--- src/rtl/parity_frame_receiver.sv ---
// Serial-to-parallel receiver for parity-protected word frames: WIDTH data bits
// LSB-first followed by one parity bit, with a one-deep output slot and error count.
module parity_frame_receiver #(
  parameter int WIDTH      = 32,
  parameter int ODD_PARITY = 0,
  parameter int ERR_CNT_W  = 8
) (
  input  logic                 clk,
  input  logic                 rst_n,
  input  logic                 rx_valid,
  input  logic                 rx_bit,
  output logic                 rx_ready,
  input  logic                 rx_sync,
  output logic                 out_valid,
  input  logic                 out_ready,
  output logic [WIDTH-1:0]     out_data,
  output logic                 out_par_err,
  output logic [ERR_CNT_W-1:0] err_cnt,
  output logic                 busy
);

  localparam int                   CNT_W   = $clog2(WIDTH + 1);
  localparam logic [CNT_W-1:0]     PAR_POS = CNT_W'(WIDTH);
  localparam logic                 ODD     = (ODD_PARITY != 0);
  localparam logic [ERR_CNT_W-1:0] ERR_MAX = {ERR_CNT_W{1'b1}};

  logic [CNT_W-1:0]     bit_cnt_reg, bit_cnt_next, base_cnt;
  logic [WIDTH-1:0]     shift_reg, shift_next, base_shift;
  logic                 par_reg, par_next, base_par;
  logic                 out_valid_reg;
  logic [WIDTH-1:0]     out_data_reg;
  logic                 out_par_err_reg;
  logic [ERR_CNT_W-1:0] err_cnt_reg;

  logic parity_phase, accept, frame_done, data_accept, frame_err;

  // Only the parity bit can stall, and only when the output slot cannot be freed.
  assign parity_phase = (bit_cnt_reg == PAR_POS);
  assign rx_ready     = rx_sync || !(parity_phase && out_valid_reg && !out_ready);
  assign accept       = rx_valid && rx_ready;
  assign frame_done   = accept && !rx_sync && parity_phase;
  assign data_accept  = accept && !frame_done;
  assign frame_err    = par_reg ^ rx_bit ^ ODD;

  // rx_sync restarts the frame; a bit presented with it lands as data bit 0.
  assign base_cnt   = rx_sync ? '0 : bit_cnt_reg;
  assign base_shift = rx_sync ? '0 : shift_reg;
  assign base_par   = rx_sync ? 1'b0 : par_reg;

  genvar gi;
  generate
    for (gi = 0; gi < WIDTH; gi++) begin : g_shift
      assign shift_next[gi] = frame_done ? 1'b0 :
                              (data_accept && (base_cnt == CNT_W'(gi))) ? rx_bit :
                              base_shift[gi];
    end
  endgenerate

  assign bit_cnt_next = frame_done  ? '0 :
                        data_accept ? base_cnt + CNT_W'(1) :
                        base_cnt;
  assign par_next     = frame_done ? 1'b0 : (base_par ^ (data_accept & rx_bit));

  always_ff @(posedge clk or negedge rst_n) begin
    if (!rst_n) begin
      bit_cnt_reg     <= '0;
      shift_reg       <= '0;
      par_reg         <= 1'b0;
      out_valid_reg   <= 1'b0;
      out_data_reg    <= '0;
      out_par_err_reg <= 1'b0;
      err_cnt_reg     <= '0;
    end else begin
      bit_cnt_reg <= bit_cnt_next;
      shift_reg   <= shift_next;
      par_reg     <= par_next;
      // A completing frame reloads the slot even while it is being drained.
      if (frame_done) begin
        out_valid_reg   <= 1'b1;
        out_data_reg    <= shift_reg;
        out_par_err_reg <= frame_err;
      end else if (out_ready) begin
        out_valid_reg <= 1'b0;
      end
      if (frame_done && frame_err && (err_cnt_reg != ERR_MAX)) begin
        err_cnt_reg <= err_cnt_reg + ERR_CNT_W'(1);
      end
    end
  end

  assign out_valid   = out_valid_reg;
  assign out_data    = out_data_reg;
  assign out_par_err = out_par_err_reg;
  assign err_cnt     = err_cnt_reg;
  assign busy        = (bit_cnt_reg != '0);

endmodule

--- config.mk ---
export PLATFORM = sky130hd
export DESIGN_NAME = parity_frame_receiver
export DESIGN_NICKNAME = d
export VERILOG_FILES = /design/src/rtl/parity_frame_receiver.sv
export SDC_FILE = /design/constraint.sdc
export NUM_CORES = 1
export LEC_CHECK = 0
export BUFFER_PORTS_ARGS = -buffer_cell sky130_fd_sc_hd__buf_4
export CAP_MARGIN = 20
export CORE_ASPECT_RATIO = 1.4
export CORE_MARGIN = 4
export CORE_UTILIZATION = 45
export CTS_BUF_LIST = sky130_fd_sc_hd__clkbuf_4
export DETAILED_ROUTE_END_ITERATION = 12
export PLACE_DENSITY_LB_ADDON = 0.05
export SETUP_SLACK_MARGIN = 0.2
export SYNTH_ARGS = -nofsm -noshare
export SYNTH_HDL_FRONTEND = slang
export SYNTH_SLANG_ARGS = --single-unit
--- constraint.sdc ---
create_clock -name clk -period 1.67 [get_ports clk]
set_input_delay 0.2505 -clock clk [delete_from_list [all_inputs] [get_ports clk]]
set_output_delay 0.2505 -clock clk [all_outputs]
set_load 0.01 [all_outputs]
==> impl_metrics.toml <==
[status]
status = "complete, but fails checks"
violations = "setup timing"

[flow_run]
drv_cap = 0

[global_routing]
grt_max_degree = 82
grt_pass1_wl_mm = 14.3
antenna_found_initial = 0
grt_pass1_vias = 2889
grt_overflow_total = 0
grt_util_all_layers_pct = 19.0

[synthesis]
avgSynthCellArea_um2 = 11.7
ys_async_sr_fraction_pct = 100
ys.flop_type = "dfrtp_1"
netlist_instances = 316
synthesis.nets = 327
synth_seq_cells = 81
ys.warnings.count = 0
synth_edf_count = 0
ys_seq_area_share_pct = 54.7
synth_top_area_share_pct = 54.7
synth_cell_types = 34
synthesis.area_mm2 = 0.00371
synth_area_leaders = "dfrtp_1 (55%), mux2_2 (11%), a31o_2 (6.4%)"
synth_top_cell_by_area = "dfrtp_1"

[layout]
area_delta_synth_final_pct = 32.5
post-route-util_pct = 62.2
drive_gt1_share_pct = 49.9
nets = 419
nFillCells = 678
antenna_cells = 0
mostFrequentLayoutCells = "dfrtp_1 (81), buf_4 (75), nand2_1 (39)"
final_common_cell = "dfrtp_1"

[route]
drc_errors = 0
routed_wl_mm = 8.84
antenna_left = 0
first_iter_violations = 101
routed_via_density = 5.41
num_vias = 2774
wire_per_inst_um = 17.2
drtPass1Iterations = 4

[power]
ir_drop_uv = 432
p_leak_nw = 2.55
power.density_mw_per_mm2 = 717

[cts]
h-tree-depth = 3
cts_tree = "built"
cts.path.max_buffers = 2
cts_made_buffers = 9
clock_sinks = 81
clkTransAtPathRegs_ns = 0.12
root_buffer = "clkbuf_4"
clock_latency_ns = 0.45

[setup_path]
r2r-end = "out_data[21]"
r2r_cells = 7
critical_path.slowest_cell = "dfrtp_1"
crit_buf_inv = 2
path_max_fanout = 2
worst-setup-path-type = "flip-flop to primary output"
cp.arrival_ns = 1.77
path_cells = "nor4_4 > buf_4 > nand2_4 > or2_4 > buf_6"
cp_slowest_stage_delay_ns = 0.43
endpoint_kind = "primary output"
critPathRequiredTime_ns = 1.42
crit_family = "simple AND/OR/NAND/NOR gates"
rrSetupSlack_ns = -0.24
r2r_start = "bit_cnt_reg[0]"
cp.depth = 5
startpoint_type = "flip-flop"
crit_path_start = "bit_cnt_reg[0]"
critical_path.endpoint = "rx_ready"

[floorplan]
initial_utilization_pct = 47.0
die_x_um = 84.7
num_rows = 38
die_area_mm2 = 0.00978
die_y_um = 115
io_pins = 50
coreArea_mm2 = 0.00789

[timing]
clock.fmax_ghz = 0.495
worst_slack_ns = -0.351
slew_violations = 0
max_slew.worst_pin.slew_ns = 0.421
slew-limit-headroom_pct = 71.9
hold_viol = 0
setup_violations = 73
finClkSkew_ns = 0.0162
rsz0062_at_grt = "yes"
finalCriticalPeriod_ns = 2.02
post-route-period-util_pct = 121

[min_path]
hold_class = "input port to flip-flop"
hold_depth = 3

[placement]
dpl.hpwl_mm = 5.19
place.gp.congestion = 0.749
io_buffer_count = 49
pre_cts_ws_ns = -0.0423
[cell type report]
class	instances	area [um2]	area share (%)
inverters	3	13.8	0.280
clock buffers	9	67.6	1.38
repair buffers	97	870	17.7
multi-input cells	216	1750	35.6
clock inverters	7	61.3	1.25
flip-flops and latches	81	2030	41.3
well taps	100	125	2.55
[kinds of logic (layout without fill, tap and decap cells)]
| group | count (synthesis) | after routing | synth area share, % |
|---|---|---|---|
| buffers and inverters | 23 | 116 | 3.54 |
| DFF | 81 | 81 | 54.7 |
| xor gates and xnor gates | 12 | 12 | 2.83 |
| and+or+nand+nor | 118 | 122 | 17.8 |
| adders and majority gates | 5 | 5 | 1.69 |
| AOI/OAI and AO/OA | 42 | 42 | 8.81 |
| muxes | 35 | 35 | 10.6 |
[per-layer routing]
metal / part of all wire (%) / track usage (%) / vias up
met5: 0 / 0 / -
met1: 42 / 23.1 / 1379
li1: - / - / 1315
met3: 3.7 / 3.37 / 16
met2: 52 / 32.7 / 64
met4: 2.4 / 8.66 / 0
[timing repair]
| action | in CTS | in global routing |
|---|---|---|
| hold buffers | 1 | 0 |
| hold endpoints to repair | 81 | 0 |
| endpoints found under the setup margin | 80 | 83 |
| buffers inserted | 10 | 7 |
| pin swaps | 10 | 10 |
| cloned | 5 | 0 |
| gates resized for setup | 28 | 13 |
[power by group]
part	total [mW]	internal, mW	switching [mW]
Combinational	0.402	0.175	0.226
Clock	1.13	0.441	0.684
Sequential	1.99	1.98	0.0142
Total	3.52	2.59	0.925
[worst min-delay path by stage]
stage,from,to,slack (ns)
floorplan,rst_n,bit_cnt_reg[0],-0.05
global placement,rst_n,out_data[15],0.32
detailed placement,rst_n,out_data[17],0.31
CTS,rx_valid,bit_cnt_reg[2],0.14
global route,rx_valid,bit_cnt_reg[2],0.10
finish,rx_valid,bit_cnt_reg[2],0.13
[Yosys cell counts (all sizes together) (2+ instances only)]
cell type,count
nor4,4
clkbuf,9
nand3,5
ha,5
nand2b,7
nor3,4
nor2,13
xnor2,4
o21ai,9
nand2,42
buf,11
dfrtp,81
nor2b,2
inv,3
mux2,35
and3,28
nand4,9
xor2,8
a31o,29
[stage by stage]
| stage | setup TNS (ns) | power, mW | area [um2] | cells | hold slack [ns] |
|---|---|---|---|---|---|
| final | -12.34 | 3.52 | 4910 | 513 | 0.127 |
| after global routing | -17.51 | 3.65 | 4910 | 513 | 0.104 |
| after CTS | -5.75 | 3.50 | 4800 | 506 | 0.145 |
| after detailed placement | -0.376 | 2.35 | 4400 | 474 | 0.313 |
| after global placement | -0.0462 | 2.35 | 4400 | 474 | 0.319 |
| after floorplan | -0.536 | 2.19 | 3780 | 316 | -0.0451 |
[worst reg2reg max path, delay by kind of cell, from the launching register on]
| kind | cells | cell delay (ns) |
|---|---|---|
| AND/OR/NAND/NOR | 2 | 0.50 |
| buffers and inverters | 4 | 0.60 |
| flip-flops | 1 | 0.43 |
| multiplexers | 1 | 0.27 |
(Power assumes the default switching activity.)
